**src/rtl/a2d_spi_master_pkg.sv**
```systemverilog
// a2d_pkg: shared types, field positions and command builder for the ADC128S SPI reader
package a2d_pkg;
  typedef enum logic [2:0] {IDLE, FRONT, SHIFT, BACK, GAP, DONE} a2d_state_t;
  localparam int CMD_CH_MSB = 13;
  localparam int CMD_CH_LSB = 11;
  localparam int RES_W = 12;
  localparam int FRAME_BITS_DEF = 16;
  function automatic logic [15:0] a2d_cmd(input logic [2:0] ch);
    logic [15:0] c;
    c = '0;
    c[CMD_CH_MSB:CMD_CH_LSB] = ch;
    return c;
  endfunction
endpackage

```
**src/rtl/a2d_spi_master_if.sv**
```systemverilog
// a2d_spi_master_if: request/result handshake plus ADC pins; master = SPI initiator side, slave = sequencer/ADC side
interface a2d_spi_master_if;
  import a2d_pkg::*;
  logic strt_cnv;
  logic [2:0] chnnl;
  logic cnv_cmplt;
  logic [RES_W-1:0] res;
  logic busy;
  logic SS_n;
  logic SCLK;
  logic MOSI;
  logic MISO;
  modport master(input strt_cnv, chnnl, MISO, output cnv_cmplt, res, busy, SS_n, SCLK, MOSI);
  modport slave(output strt_cnv, chnnl, MISO, input cnv_cmplt, res, busy, SS_n, SCLK, MOSI);
endinterface

```
**src/rtl/a2d_spi_master_spi_shift16.sv**
```systemverilog
// spi_shift16: 16-bit TX shifter, RX capture and bit counter (ports: load/cmd reload, shift_tx, sample_rx, miso in; mosi, rx_data, done16 out)
module spi_shift16 #(
  parameter int NB = 16,
  parameter int RW = 12
) (
  input  logic clk,
  input  logic rst_n,
  input  logic load,
  input  logic [15:0] cmd,
  input  logic shift_tx,
  input  logic sample_rx,
  input  logic miso,
  output logic mosi,
  output logic [RW-1:0] rx_data,
  output logic done16
);
  logic [15:0] tx;
  logic [4:0] bits;
  // RX is only RW wide: the leading frame bits fall off the top, which drops the unused upper result bits
  always_ff @(posedge clk or negedge rst_n)
    if (!rst_n) begin
      tx <= '0;
      rx_data <= '0;
      bits <= '0;
    end else if (load) begin
      tx <= cmd;
      rx_data <= '0;
      bits <= '0;
    end else begin
      if (shift_tx) tx <= {tx[14:0], 1'b0};
      if (sample_rx) begin
        rx_data <= {rx_data[RW-2:0], miso};
        bits <= bits + 5'd1;
      end
    end
  assign mosi = tx[15];
  assign done16 = bits == 5'(NB);
endmodule

```
**src/rtl/a2d_spi_master.sv**
```systemverilog
// a2d_spi_master: two-frame SPI read of one ADC128S channel (clk, rst_n; bus: strt_cnv/chnnl in, res/cnv_cmplt/busy out, SS_n/SCLK/MOSI/MISO pins)
module a2d_spi_master import a2d_pkg::*; #(
  parameter int SCLK_DIV = 32,
  parameter int FRAME_BITS = FRAME_BITS_DEF,
  parameter int GAP_CLKS = 32
) (
  input logic clk,
  input logic rst_n,
  a2d_spi_master_if.master bus
);
  localparam int DW = $clog2(SCLK_DIV);
  localparam int GW = $clog2(GAP_CLKS) + 1;
  localparam logic [DW-1:0] HALF = DW'(SCLK_DIV / 2);
  localparam logic [DW-1:0] HALF_M1 = DW'(SCLK_DIV / 2 - 1);
  a2d_state_t state, nxt;
  logic [DW-1:0] div, nxt_div;
  logic [GW-1:0] gap, nxt_gap;
  logic lead, frame, ss_n, sclk, load, shift_tx, sample_rx, mosi, done16, cnv_cmplt;
  logic [2:0] ch;
  logic [15:0] ld_cmd;
  logic [RES_W-1:0] rx, res;
  spi_shift16 #(.NB(FRAME_BITS), .RW(RES_W)) u_shift (
    .clk(clk), .rst_n(rst_n), .load(load), .cmd(ld_cmd), .shift_tx(shift_tx),
    .sample_rx(sample_rx), .miso(bus.MISO), .mosi(mosi), .rx_data(rx), .done16(done16)
  );
  // the falling edge entering SHIFT (lead) already presents cmd[15], so it does not shift
  assign shift_tx = state == SHIFT && div == '0 && !lead;
  assign sample_rx = state == SHIFT && div == HALF;
  always_comb begin
    nxt = state;
    nxt_div = div;
    nxt_gap = gap;
    load = 1'b0;
    ld_cmd = a2d_cmd(ch);
    case (state)
      IDLE: if (bus.strt_cnv) begin
        nxt = FRONT;
        nxt_div = '0;
        load = 1'b1;
        ld_cmd = a2d_cmd(bus.chnnl);
      end
      FRONT: begin
        nxt_div = div == HALF_M1 ? '0 : div + 1'b1;
        nxt = div == HALF_M1 ? SHIFT : FRONT;
      end
      // stay through the high half of the last bit so each frame spans whole SCLK periods
      SHIFT: begin
        nxt_div = div + 1'b1;
        nxt = done16 && div == '1 ? BACK : SHIFT;
      end
      BACK: begin
        nxt_div = div == HALF_M1 ? '0 : div + 1'b1;
        nxt_gap = '0;
        nxt = div != HALF_M1 ? BACK : frame ? DONE : GAP;
      end
      GAP: begin
        nxt_gap = gap + 1'b1;
        load = gap == GW'(GAP_CLKS - 1);
        nxt = load ? FRONT : GAP;
      end
      DONE: nxt = IDLE;
      default: nxt = IDLE;
    endcase
  end
  // pins are registered from next-state values so they line up with the state without glitches
  always_ff @(posedge clk or negedge rst_n)
    if (!rst_n) begin
      state <= IDLE;
      div <= '0;
      gap <= '0;
      lead <= 1'b0;
      frame <= 1'b0;
      ch <= '0;
      ss_n <= 1'b1;
      sclk <= 1'b1;
      cnv_cmplt <= 1'b0;
      res <= '0;
    end else begin
      state <= nxt;
      div <= nxt_div;
      gap <= nxt_gap;
      lead <= nxt == SHIFT && state != SHIFT;
      ss_n <= !(nxt inside {FRONT, SHIFT, BACK});
      sclk <= nxt != SHIFT || nxt_div[DW-1];
      if (state == IDLE && bus.strt_cnv) begin
        ch <= bus.chnnl;
        frame <= 1'b0;
        cnv_cmplt <= 1'b0;
      end
      if (state == GAP && nxt == FRONT) frame <= 1'b1;
      if (state == DONE) begin
        res <= rx;
        cnv_cmplt <= 1'b1;
      end
    end
  assign bus.SS_n = ss_n;
  assign bus.SCLK = sclk;
  assign bus.MOSI = mosi;
  assign bus.cnv_cmplt = cnv_cmplt;
  assign bus.res = res;
  assign bus.busy = state != IDLE;
endmodule

```
**src/flat_wrapper.sv**
```systemverilog
// flat-port wrapper written by rule: the top's interface ports become plain ports
module a2d_spi_master_flat import a2d_pkg::*;
#(
  parameter int SCLK_DIV = 32,
  parameter int FRAME_BITS = FRAME_BITS_DEF,
  parameter int GAP_CLKS = 32
)
  (clk, rst_n, bus_strt_cnv, bus_chnnl, bus_MISO, bus_cnv_cmplt, bus_res, bus_busy, bus_SS_n, bus_SCLK, bus_MOSI);
  a2d_spi_master_if bus_i ();
  input logic clk;
  input logic rst_n;
  input wire logic [$bits(bus_i.strt_cnv)-1:0] bus_strt_cnv;
  input wire logic [$bits(bus_i.chnnl)-1:0] bus_chnnl;
  input wire logic [$bits(bus_i.MISO)-1:0] bus_MISO;
  output wire logic [$bits(bus_i.cnv_cmplt)-1:0] bus_cnv_cmplt;
  output wire logic [$bits(bus_i.res)-1:0] bus_res;
  output wire logic [$bits(bus_i.busy)-1:0] bus_busy;
  output wire logic [$bits(bus_i.SS_n)-1:0] bus_SS_n;
  output wire logic [$bits(bus_i.SCLK)-1:0] bus_SCLK;
  output wire logic [$bits(bus_i.MOSI)-1:0] bus_MOSI;
  assign bus_i.strt_cnv = bus_strt_cnv;
  assign bus_i.chnnl = bus_chnnl;
  assign bus_i.MISO = bus_MISO;
  assign bus_cnv_cmplt = bus_i.cnv_cmplt;
  assign bus_res = bus_i.res;
  assign bus_busy = bus_i.busy;
  assign bus_SS_n = bus_i.SS_n;
  assign bus_SCLK = bus_i.SCLK;
  assign bus_MOSI = bus_i.MOSI;
  a2d_spi_master #(.SCLK_DIV(SCLK_DIV), .FRAME_BITS(FRAME_BITS), .GAP_CLKS(GAP_CLKS)) u_core (.clk(clk), .rst_n(rst_n), .bus(bus_i));
endmodule
```
**config.mk**
```make
export PLATFORM = sky130hd
export DESIGN_NAME = a2d_spi_master_flat
export DESIGN_NICKNAME = d
export VERILOG_FILES = /design/src/rtl/a2d_spi_master_pkg.sv /design/src/rtl/a2d_spi_master_if.sv /design/src/rtl/a2d_spi_master_spi_shift16.sv /design/src/rtl/a2d_spi_master.sv /design/src/flat_wrapper.sv
export SDC_FILE = /design/constraint.sdc
export NUM_CORES = 1
export LEC_CHECK = 0
export BUFFER_PORTS_ARGS = -buffer_cell sky130_fd_sc_hd__buf_2
export CAP_MARGIN = 20
export CORE_UTILIZATION = 30
export DETAILED_ROUTE_END_ITERATION = 7
export SLEW_MARGIN = 5
export SYNTH_ARGS = -nofsm -noshare
export SYNTH_HDL_FRONTEND = slang
export SYNTH_SLANG_ARGS = --single-unit
```
**constraint.sdc**
```tcl
create_clock -name clk -period 2.6 [get_ports clk]
set_clock_uncertainty 0.15 [all_clocks]
set_input_delay 0.26 -clock clk [delete_from_list [all_inputs] [get_ports clk]]
set_output_delay 0.26 -clock clk [all_outputs]
set_load 0.02 [all_outputs]
```
# Word-level counts from Yosys, hierarchy flattened
# Cells that the tools add are included.
dict set report totals {
  reg_bits 67
  input_bits 7
  wordCells 80
}
dict set report classes {
  n_reduce_logical 22
  n_mux 24
  n_eq_ne 17
  n_addsub 3
}
# operator count
set op_table {}
lappend op_table {{$mux 16} 3}
lappend op_table {{$mux 12} 2}
lappend op_table {{$mux 5} 4}
lappend op_table {{$eq 5x5->1 const B} 3}
lappend op_table {{$pmux 3 s5} 1}
lappend op_table {{$pmux 5 s3} 1}
lappend op_table {{$mux 14} 1}
lappend op_table {{$eq 3x2->1 const B} 4}
lappend op_table {{$pmux 6 s2} 1}
lappend op_table {{$add 5x1->5 const B} 2}
lappend op_table {{$reduce_bool 2->1} 5}
lappend op_table {{$mux 3} 3}
lappend op_table {{$reduce_bool 3->1} 3}
lappend op_table {{$logic_and 1x1->1} 7}
lappend op_table {{$add 6x1->6 const B} 1}
lappend op_table {{$eq 3x1->1 const B} 2}
lappend op_table {{$eq 3x3->1 const B} 2}
lappend op_table {{$eq 6x5->1 const B} 1}
lappend op_table {{$mux 1} 6}
lappend op_table {{$ne 3x2->1 const B} 2}
lappend op_table {{$eq 5x4->1 const B} 1}
lappend op_table {{$logic_not 5->1} 1}
lappend op_table {{$ne 5x4->1 const B} 1}
lappend op_table {{$logic_not 3->1} 1}
lappend op_table {{other kinds (7)} 8}

# Longest topological paths before layout
# Gate-level depths: netlist of the first run.
dict set report depth {
  ltp_word 7
  mapped_depth 8
}

# Hierarchy
# Synthesis of the first run repeated with hierarchy kept, for this count alone.
dict set report unflattened {
  hier_cells 275
  area_unflattened_um2 3149.3
}
# mod area_per_inst_um2 cells_each instances
set by_module_without_submodules {}
lappend by_module_without_submodules {a2d_spi_master 1632.8 141 1}
lappend by_module_without_submodules {spi_shift16 1516.5 134 1}

# Worst setup path after synthesis of the first run
# No wires, ideal clock.
dict set report synth_path {
  path_type {reg-to-reg}
  startpoint {reg u_core.state[1]}
  endpoint {reg u_core.u_shift.tx[12]}
  n_path_buf 1
  arrival_ns 1.742
  period_less_slack_ns 2.010
  slack_ns 0.590
  path_stages_with_launch 6
  cell_sequence {dfrtp_1 -> clkbuf_1 -> nor4b_1 -> mux2_2 -> a22o_1 -> a21o_1}
}
dict set report synth_between {
  elab_chain_cells 4
  elab_cells_between_ends 9
  classes_between {2 x eq/ne; 3 x mux; 4 x reduce/logical}
}
# item line_no
set synth_lines {}
lappend synth_lines {{from (decl)} a2d_spi_master.sv:15} ;# a2d_state_t state, nxt;
lappend synth_lines {{from (signal assigned)} a2d_spi_master.sv:79} ;# state <= nxt;
lappend synth_lines {{branches (longest 4 deep; another with $mux 16)} n/a}
lappend synth_lines {{to (signal assigned)} a2d_spi_master_spi_shift16.sv:26} ;# tx <= cmd;
lappend synth_lines {{to (signal assigned)} a2d_spi_master_spi_shift16.sv:30} ;# if (shift_tx) tx <= {tx[14:0], 1'b0};
lappend synth_lines {{to (decl)} a2d_spi_master_spi_shift16.sv:17} ;# logic [15:0] tx;
# Several ways; the timed one is not identified.
# A chain may end at the register's enable or synchronous reset.

# Final worst setup path of the first run
dict set report layout_path {
  startpoint {reg u_core.state[1]}
  endpoint {reg u_core.u_shift.rx_data[2]}
}
dict set report layout_between {
  elab_chain_cells 3
  elab_cells_between_ends 7
  classes_between {2 x eq/ne; 2 x mux; 3 x reduce/logical}
}
# item line_no
set layout_lines {}
lappend layout_lines {{$eq 3x3->1 (tied with other cells)} a2d_spi_master.sv:35} ;# case (state)
lappend layout_lines {{$pmux 1 s2 or $logic_and 1x1->1 (tied branches)} {a2d_spi_master.sv:35, a2d_spi_master.sv:28}}
lappend layout_lines {{$mux 12 or $reduce_bool 2->1 (tied branches)} n/a}
lappend layout_lines {{to (signal assigned)} a2d_spi_master_spi_shift16.sv:32} ;# rx_data <= {rx_data[RW-2:0], miso};
lappend layout_lines {{to (decl)} a2d_spi_master_spi_shift16.sv:14} ;# output logic [RW-1:0] rx_data,
# Several ways; a longest one is shown, not always the timed one.

==> results of run 1 <==
registers in the layout (all words and copies together), names as in the netlist:
name / count
u_core.frame: 1
u_core.gap: 6
u_core.div: 5
u_core.u_shift.bits: 5
u_core.bus.SCLK: 1
u_core.bus.SS_n: 1
u_core.u_shift.rx_data: 12
u_core.bus.cnv_cmplt: 1
u_core.u_shift.tx: 5
u_core.lead: 1
u_core.state: 3
u_core.ch: 3
u_core.bus.res: 12
routing by layer:
layer  GRT usage (%)  vias up  share of wire, %
met4            3.21        0               1.5
met1            14.6      823                50
met5               0        -                 0
li1                -      829                 -
met3            2.82        7               3.4
met2            17.0       21                45
worst reg2reg max path: cells and delay by family (launching register included):
| kind | cells | cell delay, ps |
|---|---|---|
| flip-flops | 1 | 510 |
| buffers and inverters | 2 | 430 |
| AND/OR/NAND/NOR | 2 | 630 |
| AO/OA/AOI/OAI | 1 | 370 |
path summary, 6_finish.rpt:
check	endpoint	slack (ps)
max in group asynchronous	u_core.bus.SCLK$_DFF_PN1_	1240
setup / recovery	u_core.u_shift.rx_data[2]$_DFFE_PN0P_	400
hold reg to reg	u_core.gap[4]$_DFFE_PN0P_	340
min in group asynchronous	u_core.bus.res[6]$_DFFE_PN0P_	370
hold / removal	u_core.ch[0]$_DFFE_PN0P_	40
setup reg to reg	u_core.u_shift.rx_data[2]$_DFFE_PN0P_	400
where the power goes:
part	total [W]	internal (W)	switching [W]
registers	0.00111	0.00101	0.000102
logic	0.000581	0.000257	0.000324
clock network	0.000495	0.000218	0.000276
synthesized netlist by cell type, types with 2 or more instances:
master	n	area share, %
or3_1	5	1.2
a21o_1	3	0.88
dfstp_2	2	2.1
clkbuf_1	5	0.73
nor2b_1	2	0.49
nand4_1	4	0.98
ha_1	9	4.4
nor3b_1	4	1.2
nand3b_1	2	0.59
o21bai_1	2	0.59
mux2_2	16	7.0
mux2i_1	16	6.3
or2_2	2	0.49
o21ai_0	10	2.0
xnor2_1	2	0.69
and3_1	2	0.49
nand3_1	5	0.98
nor4b_1	2	0.69
nor2_1	21	3.1
a22o_1	5	1.7
buf_2	4	0.78
inv_1	9	1.3
nand2_1	12	1.8
dfrtp_1	54	53
a21oi_1	6	1.2
nor3_1	3	0.59
metrics by stage:
step | power [W] | cells | setup slack [ps] | utilization, % | area [sq um]
after floorplan | 0.00154 | 220 | 590 | - | 2560
after global placement | 0.00170 | 347 | 470 | 34.4 | 2830
after detailed placement | 0.00172 | 347 | 397 | 34.4 | 2830
after CTS | 0.00223 | 356 | 387 | 35.7 | 2930
after global routing | 0.00234 | 356 | 287 | 35.7 | 2930
final | 0.00219 | 356 | 396 | 35.7 | 2930
cell type report:
cell class,instances,area (sq um),share of cell area [%]
clock buffer,6,82.6,2.82
clock inverter,2,13.8,0.469
inverter,9,33.8,1.15
multi-input combinational,145,1070,36.6
sequential,56,1400,47.9
tap,105,131,4.48
timing repair buffer,33,193,6.57
cell families after synthesis:
logic type	count (synthesis)
fa+ha+maj	9
mux	32
buf+inv	19
compound gates	31
simple gates	70
xor+xnor	3
flops	56
==> flow_summary_export.csv, run 1 <==
group,metric,value,unit
cells_and_area,drive_gt1_share,25.1,%
sta,setup_viol,0,
worst_setup_path,crit_fanout,16,
worst_setup_path,worstSetupStartpoint,"u_core.state[1]$_DFF_PN0_",
sta,maxSlewViolCount,0,
sta,hold_violations,0,
sta,tns,0,ps
worst_setup_path,cp.depth,5,
worst_setup_path,worstSetupPathType,"reg -> reg",
yosys,async_flop_share,100,%
floorplan,die-height,94.3,microns
cells_and_area,fillers,807,
route,vias_per_cell,4.72,
floorplan,pin_count,24,
worst_setup_path,end_kind,"flip-flop",
floorplan,coreArea,8220,sq um
grt,antenna_found_initial,0,
yosys,syn_area,2560,sq um
route,ant_nets,0,
clock_network,postCtsSetupBuffers,0,
sta,slew_headroom,54.7,%
power,ir_drop,0.000330,V
worst_setup_path,r2r.worst_path.cells,5,
sta,max_clock_freq,0.454,GHz
cells_and_area,diodes,0,
worst_setup_path,cp_cell_sequence,"or3b_1, o41ai_4, buf_4, buf_4, nor2_1",
clock_network,cts_root_buffer,"clkbuf_8",
min_path,hold_depth,3,
yosys,yosysWarnings,0,
cells_and_area,mostFrequentLayoutCells,"dfrtp_1 (54), buf_2 (23), nor2_1 (21)",
power,p_leak,1.55,nW
placed_design,globalplace.congestion,0.746,
sta,fin_crit,2200,ps
sta,finalHoldWorstSlack,41.7,ps
cells_and_area,mostFrequentLayoutCell,"dfrtp_1",
floorplan,die_area,8900,sq um
yosys,synth_mux_area_share,13.3,%
floorplan,initial_core_util,31.1,%
clock_network,clock_sinks,56,
floorplan,die_x,94.3,microns
yosys,synthAdderAreaFrac,4.40,%
clock_network,clock_latency,300,ps
clock_network,clk_pin_slew,100,ps
yosys,synth_cell_types,39,
sta,rsz0062_at_grt,"no",
grt,grt_pass1_wl,7660,microns
clock_network,cts_tree,"yes",
grt,grt_use_total,10.8,%
worst_setup_path,crit_required,2650,ps
yosys,synth-xor-area-share,1.03,%
worst_setup_path,cp_common_cell,"buf_4",
route,drc_errors,0,
yosys,yosysSeqAreaShare,54.9,%
run,cap_violations,0,
worst_setup_path,cp_top_family,"simple AND/OR/NAND/NOR gates",
yosys,avgSynthCellArea,11.6,sq um
yosys,ys.flop_type,"dfrtp_1",
clock_network,cts_resized,0,
worst_setup_path,cpPeakStageDelay,550,ps
yosys,ys_seq_elements,56,
yosys,synth_compound_area_share,8.66,%
yosys,synth_top_family_by_area,"simple AND/OR/NAND/NOR gates",
sta,period_share,84.8,%
grt,grt_overflow,0,
clock_network,cts_max_level,2,
sta,tightestPinTransition,680,ps
placed_design,port_buffers,23,
route,route.vias.total,1680,
yosys,syn_inst,220,
worst_setup_path,arrival,2250,ps
worst_setup_path,critical_path_buf_inv_count,2,
cells_and_area,syn2layout_area_growth,14.6,%
placed_design,dpl.hpwl,3240,microns
clock_network,cts_hold_buf,1,
yosys,synth-edff-count,0,
min_path,min-delay-start,"bus_chnnl[0]",
yosys,synthesis.nets,236,
power,powerDensity,746,nW/um^2
route,dr.pass1.iters,4,
worst_setup_path,cp-start-kind,"flip-flop",
grt,grt_max_degree,33,
clock_network,cts_buffers,5,
worst_setup_path,reg2reg_from,"u_core.state[1]$_DFF_PN0_",
cells_and_area,nets,266,
floorplan,rows,33,
route,wl_per_cell,12.6,microns
route,drtIter0Drc,59,
yosys,yosys.area_share.simple,14.6,%
grt,grt_pass1_vias,1642,
run_status,status,"finished, final reports clean",
worst_setup_path,cp_slowest_cell,"or3b_1",
clock_network,clk_path_buf_depth,2,
route,wl,4470,microns
min_path,hp-class,"in -> reg",
Power figures use the tool's default switching activity.
==> run 2: changes to the inputs <==
- ABC_AREA: unset -> 1
- clock period: 2.6 -> 2.3 ns (I/O delays scaled with it)
==> flow_summary_export.csv, run 2 <==
group,metric,value,unit
worst_setup_path,worstSetupPathType,"reg -> reg",
power,power_frac_seq,61.7,%
yosys,async_flop_share,100,%
worst_setup_path,crit_fanout,5,
power,powerDensity,518,nW/um^2
yosys,yosysWarnings,0,
power,p_switching,0.000379,W
yosys,netlist.top_cell.by_area,"dfrtp_1",
sta,period_share,86.3,%
yosys,avgSynthCellArea,9.49,sq um
sta,setup_viol,0,
grt,antenna_found_initial,0,
placed_design,port_buffers,23,
grt,grt_pass1_vias,2007,
worst_setup_path,cp_slowest_cell,"dfrtp_1",
worst_setup_path,reg2reg_from,"u_core.div[0]$_DFFE_PN0P_",
worst_setup_path,cpPeakStageDelay,440,ps
worst_setup_path,cp_cell_sequence,"ha_1, nand3_1, inv_1, ha_1, nand2_1, inv_1, nor2_1, nor2_1, nand2_1, nor2_1, nand3_1",
cells_and_area,diodes,0,
grt,grt_pass1_wl,9370,microns
yosys,synthesis.nets,303,
power,p_leak,1.65,nW
min_path,hold_depth,3,
clock_network,cts_buffers,5,
min_path,hp-class,"in -> reg",
clock_network,clk_pin_slew,100,ps
clock_network,clk_path_buf_depth,2,
cells_and_area,drive_gt1_share,25.3,%
sta,maxSlewViolCount,0,
route,vias_per_cell,4.63,
min_path,min-delay-start,"bus_chnnl[0]",
worst_setup_path,r2r_slack,310,ps
power,ir_drop,0.000389,V
worst_setup_path,cp-start-kind,"flip-flop",
run,cap_violations,0,
worst_setup_path,critical_path_buf_inv_count,2,
floorplan,die_x,97.3,microns
yosys,syn_inst,287,
worst_setup_path,arrival,2070,ps
worst_setup_path,crit_required,2380,ps
cells_and_area,top_regs,"u_core.bus.res x12, u_core.u_shift.rx_data x12, u_core.gap x6",
sta,slew_headroom,59.4,%
floorplan,pin_count,24,
placed_design,place_area,2970,sq um
route,drtIter0Drc,103,
clock_network,cts_resized,0,
yosys,synth_top_cells_by_area,"dfrtp_1 (50%), nand2_1 (9.0%), nand3_1 (6.8%), mux2_2 (5.0%), ha_1 (4.1%)",
sta,rsz0062_at_grt,"no",
route,ant_nets,0,
placed_design,globalplace.congestion,0.810,
yosys,synth_commonest_cells,"nand2_1 (65), dfrtp_1 (54), nand3_1 (37), inv_1 (27), nand2_2 (18)",
clock_network,cts_tree,"yes",
grt,grt_max_degree,34,
yosys,syn_area,2720,sq um
sta,max_clock_freq,0.504,GHz
power,power,0.00160,W
clock_network,cts_root_buffer,"clkbuf_8",
floorplan,rows,34,
worst_setup_path,cp_top_family,"simple AND/OR/NAND/NOR gates",
route,drc_errors,0,
floorplan,initial_core_util,31.1,%
clock_network,cts_max_level,2,
grt,grt_overflow,0,
worst_setup_path,cp.depth,11,
cells_and_area,nets,335,
yosys,ys_seq_elements,56,
route,wl_per_cell,12.3,microns
yosys,netlist.area_leader.share,49.6,%
clock_network,cts_hold_buf,3,
cells_and_area,mostFrequentLayoutCell,"nand2_1",
sta,fin_crit,1990,ps
cells_and_area,design_area,3100,sq um
placed_design,dpl.hpwl,3680,microns
worst_setup_path,end_kind,"flip-flop",
min_path,holdPathEnd,"u_core.ch[0]$_DFFE_PN0P_",
sta,tightestPinTransition,608,ps
route,wl,5260,microns
yosys,synth.most_common_cell,"nand2_1",
sta,hold_violations,0,
worst_setup_path,r2r.worst_path.cells,11,
floorplan,die_area,9460,sq um
power,combinationalPowerShare,2.4,%
floorplan,coreArea,8760,sq um
yosys,ys.flop_type,"dfrtp_1",
power,swShare,23.6,%
sta,tns,0,ps
power,p_clk_share,35.9,%
worst_setup_path,regToRegEndpoint,"u_core.bus.SCLK$_DFF_PN1_",
grt,grt_use_total,12.0,%
clock_network,clock_sinks,56,
cells_and_area,mostFrequentLayoutCells,"nand2_1 (65), dfrtp_1 (54), nand3_1 (37)",
worst_setup_path,cp_common_cell,"nor2_1",
cells_and_area,syn2layout_area_growth,13.7,%
clock_network,clock_latency,310,ps
run_status,status,"finished, final reports clean",
yosys,synth-edff-count,0,
power,p_int,0.00123,W
clock_network,postCtsSetupBuffers,0,
yosys,yosysSeqAreaShare,51.5,%
yosys,synth_cell_types,34,
floorplan,die-height,97.3,microns
route,dr.pass1.iters,4,
route,route.vias.total,1981,
## run 2: cell count changes in the layout (fill, tap and decap cells not counted), moves of 5 or more
cell / delta
buf_4: -6
inv_1: +18
mux2i_1: -16
nand2_1: +53
nand2_2: +18
nand3_1: +32
or3_1: -5
## run 2: kinds of logic after synthesis
logic type | Yosys count | share of synthesized area [%]
fa+ha+maj | 9 | 4.13
buf+inv | 34 | 5.88
compound gates | 16 | 3.49
xor+xnor | 6 | 1.93
simple gates | 154 | 28.1
flops | 56 | 51.5
mux | 12 | 4.96
## run 2: through the flow
stage | hold WS [ps] | std cells | setup WS (ps) | util, %
2_1_floorplan | -216 | 287 | 623 | -
3_3_place_gp | 118 | 417 | 350 | 33.9
3_5_place_dp | 121 | 417 | 346 | 33.9
4_1_cts | 1.23 | 428 | 313 | 35.3
5_1_grt | 23.7 | 428 | 93.0 | 35.3
6_report | 1.08 | 428 | 315 | 35.3
## run 2: how the worst max path moves through the flow
stage	slack, ps	end	from
2_1_floorplan	620	u_core.bus.SCLK$_DFF_PN1_	u_core.div[0]$_DFFE_PN0P_
3_3_place_gp	350	u_core.bus.SCLK$_DFF_PN1_	u_core.div[0]$_DFFE_PN0P_
3_5_place_dp	350	u_core.bus.SCLK$_DFF_PN1_	u_core.div[0]$_DFFE_PN0P_
4_1_cts	310	u_core.bus.SCLK$_DFF_PN1_	u_core.div[0]$_DFFE_PN0P_
5_1_grt	90	u_core.bus.SCLK$_DFF_PN1_	u_core.div[0]$_DFFE_PN0P_
6_report	310	u_core.bus.SCLK$_DFF_PN1_	u_core.div[0]$_DFFE_PN0P_
## run 2: power groups by stage
stage | Combinational, W | Sequential, W | Clock, W
4_1_cts | 0.0000401 | 0.000990 | 0.000601
3_3_place_gp | 0.0000354 | 0.00101 | 0
5_1_grt | 0.0000450 | 0.000991 | 0.000634
2_1_floorplan | 0.00000480 | 0.00101 | 0
3_5_place_dp | 0.0000360 | 0.00101 | 0
6_report | 0.0000384 | 0.000990 | 0.000576
## run 2: area by class of cell
type	count	area [sq um]
clock inverters	3	27.5
fillers	907	5670
well taps	108	135
flip-flops and latches	56	1400
inverters	29	114
clock buffers	5	68.8
repair buffers	30	188
multi-input cells	197	1160
## run 2: worst register-to-register path: stages, from the launching register on
cell,delay [ps]
dfrtp_1,440
ha_1,210
nand3_1,120
inv_1,130
ha_1,250
nand2_1,90
inv_1,60
nor2_1,40
nor2_1,100
nand2_1,50
nor2_1,170
nand3_1,110
## run 2: per-layer routing
metal	vias up	share of wire, %	track usage [%]
li1	991	-	-
met4	0	0.63	2.71
met2	29	47	20.0
met1	959	49	15.9
met3	2	4.3	2.66
met5	-	0	0
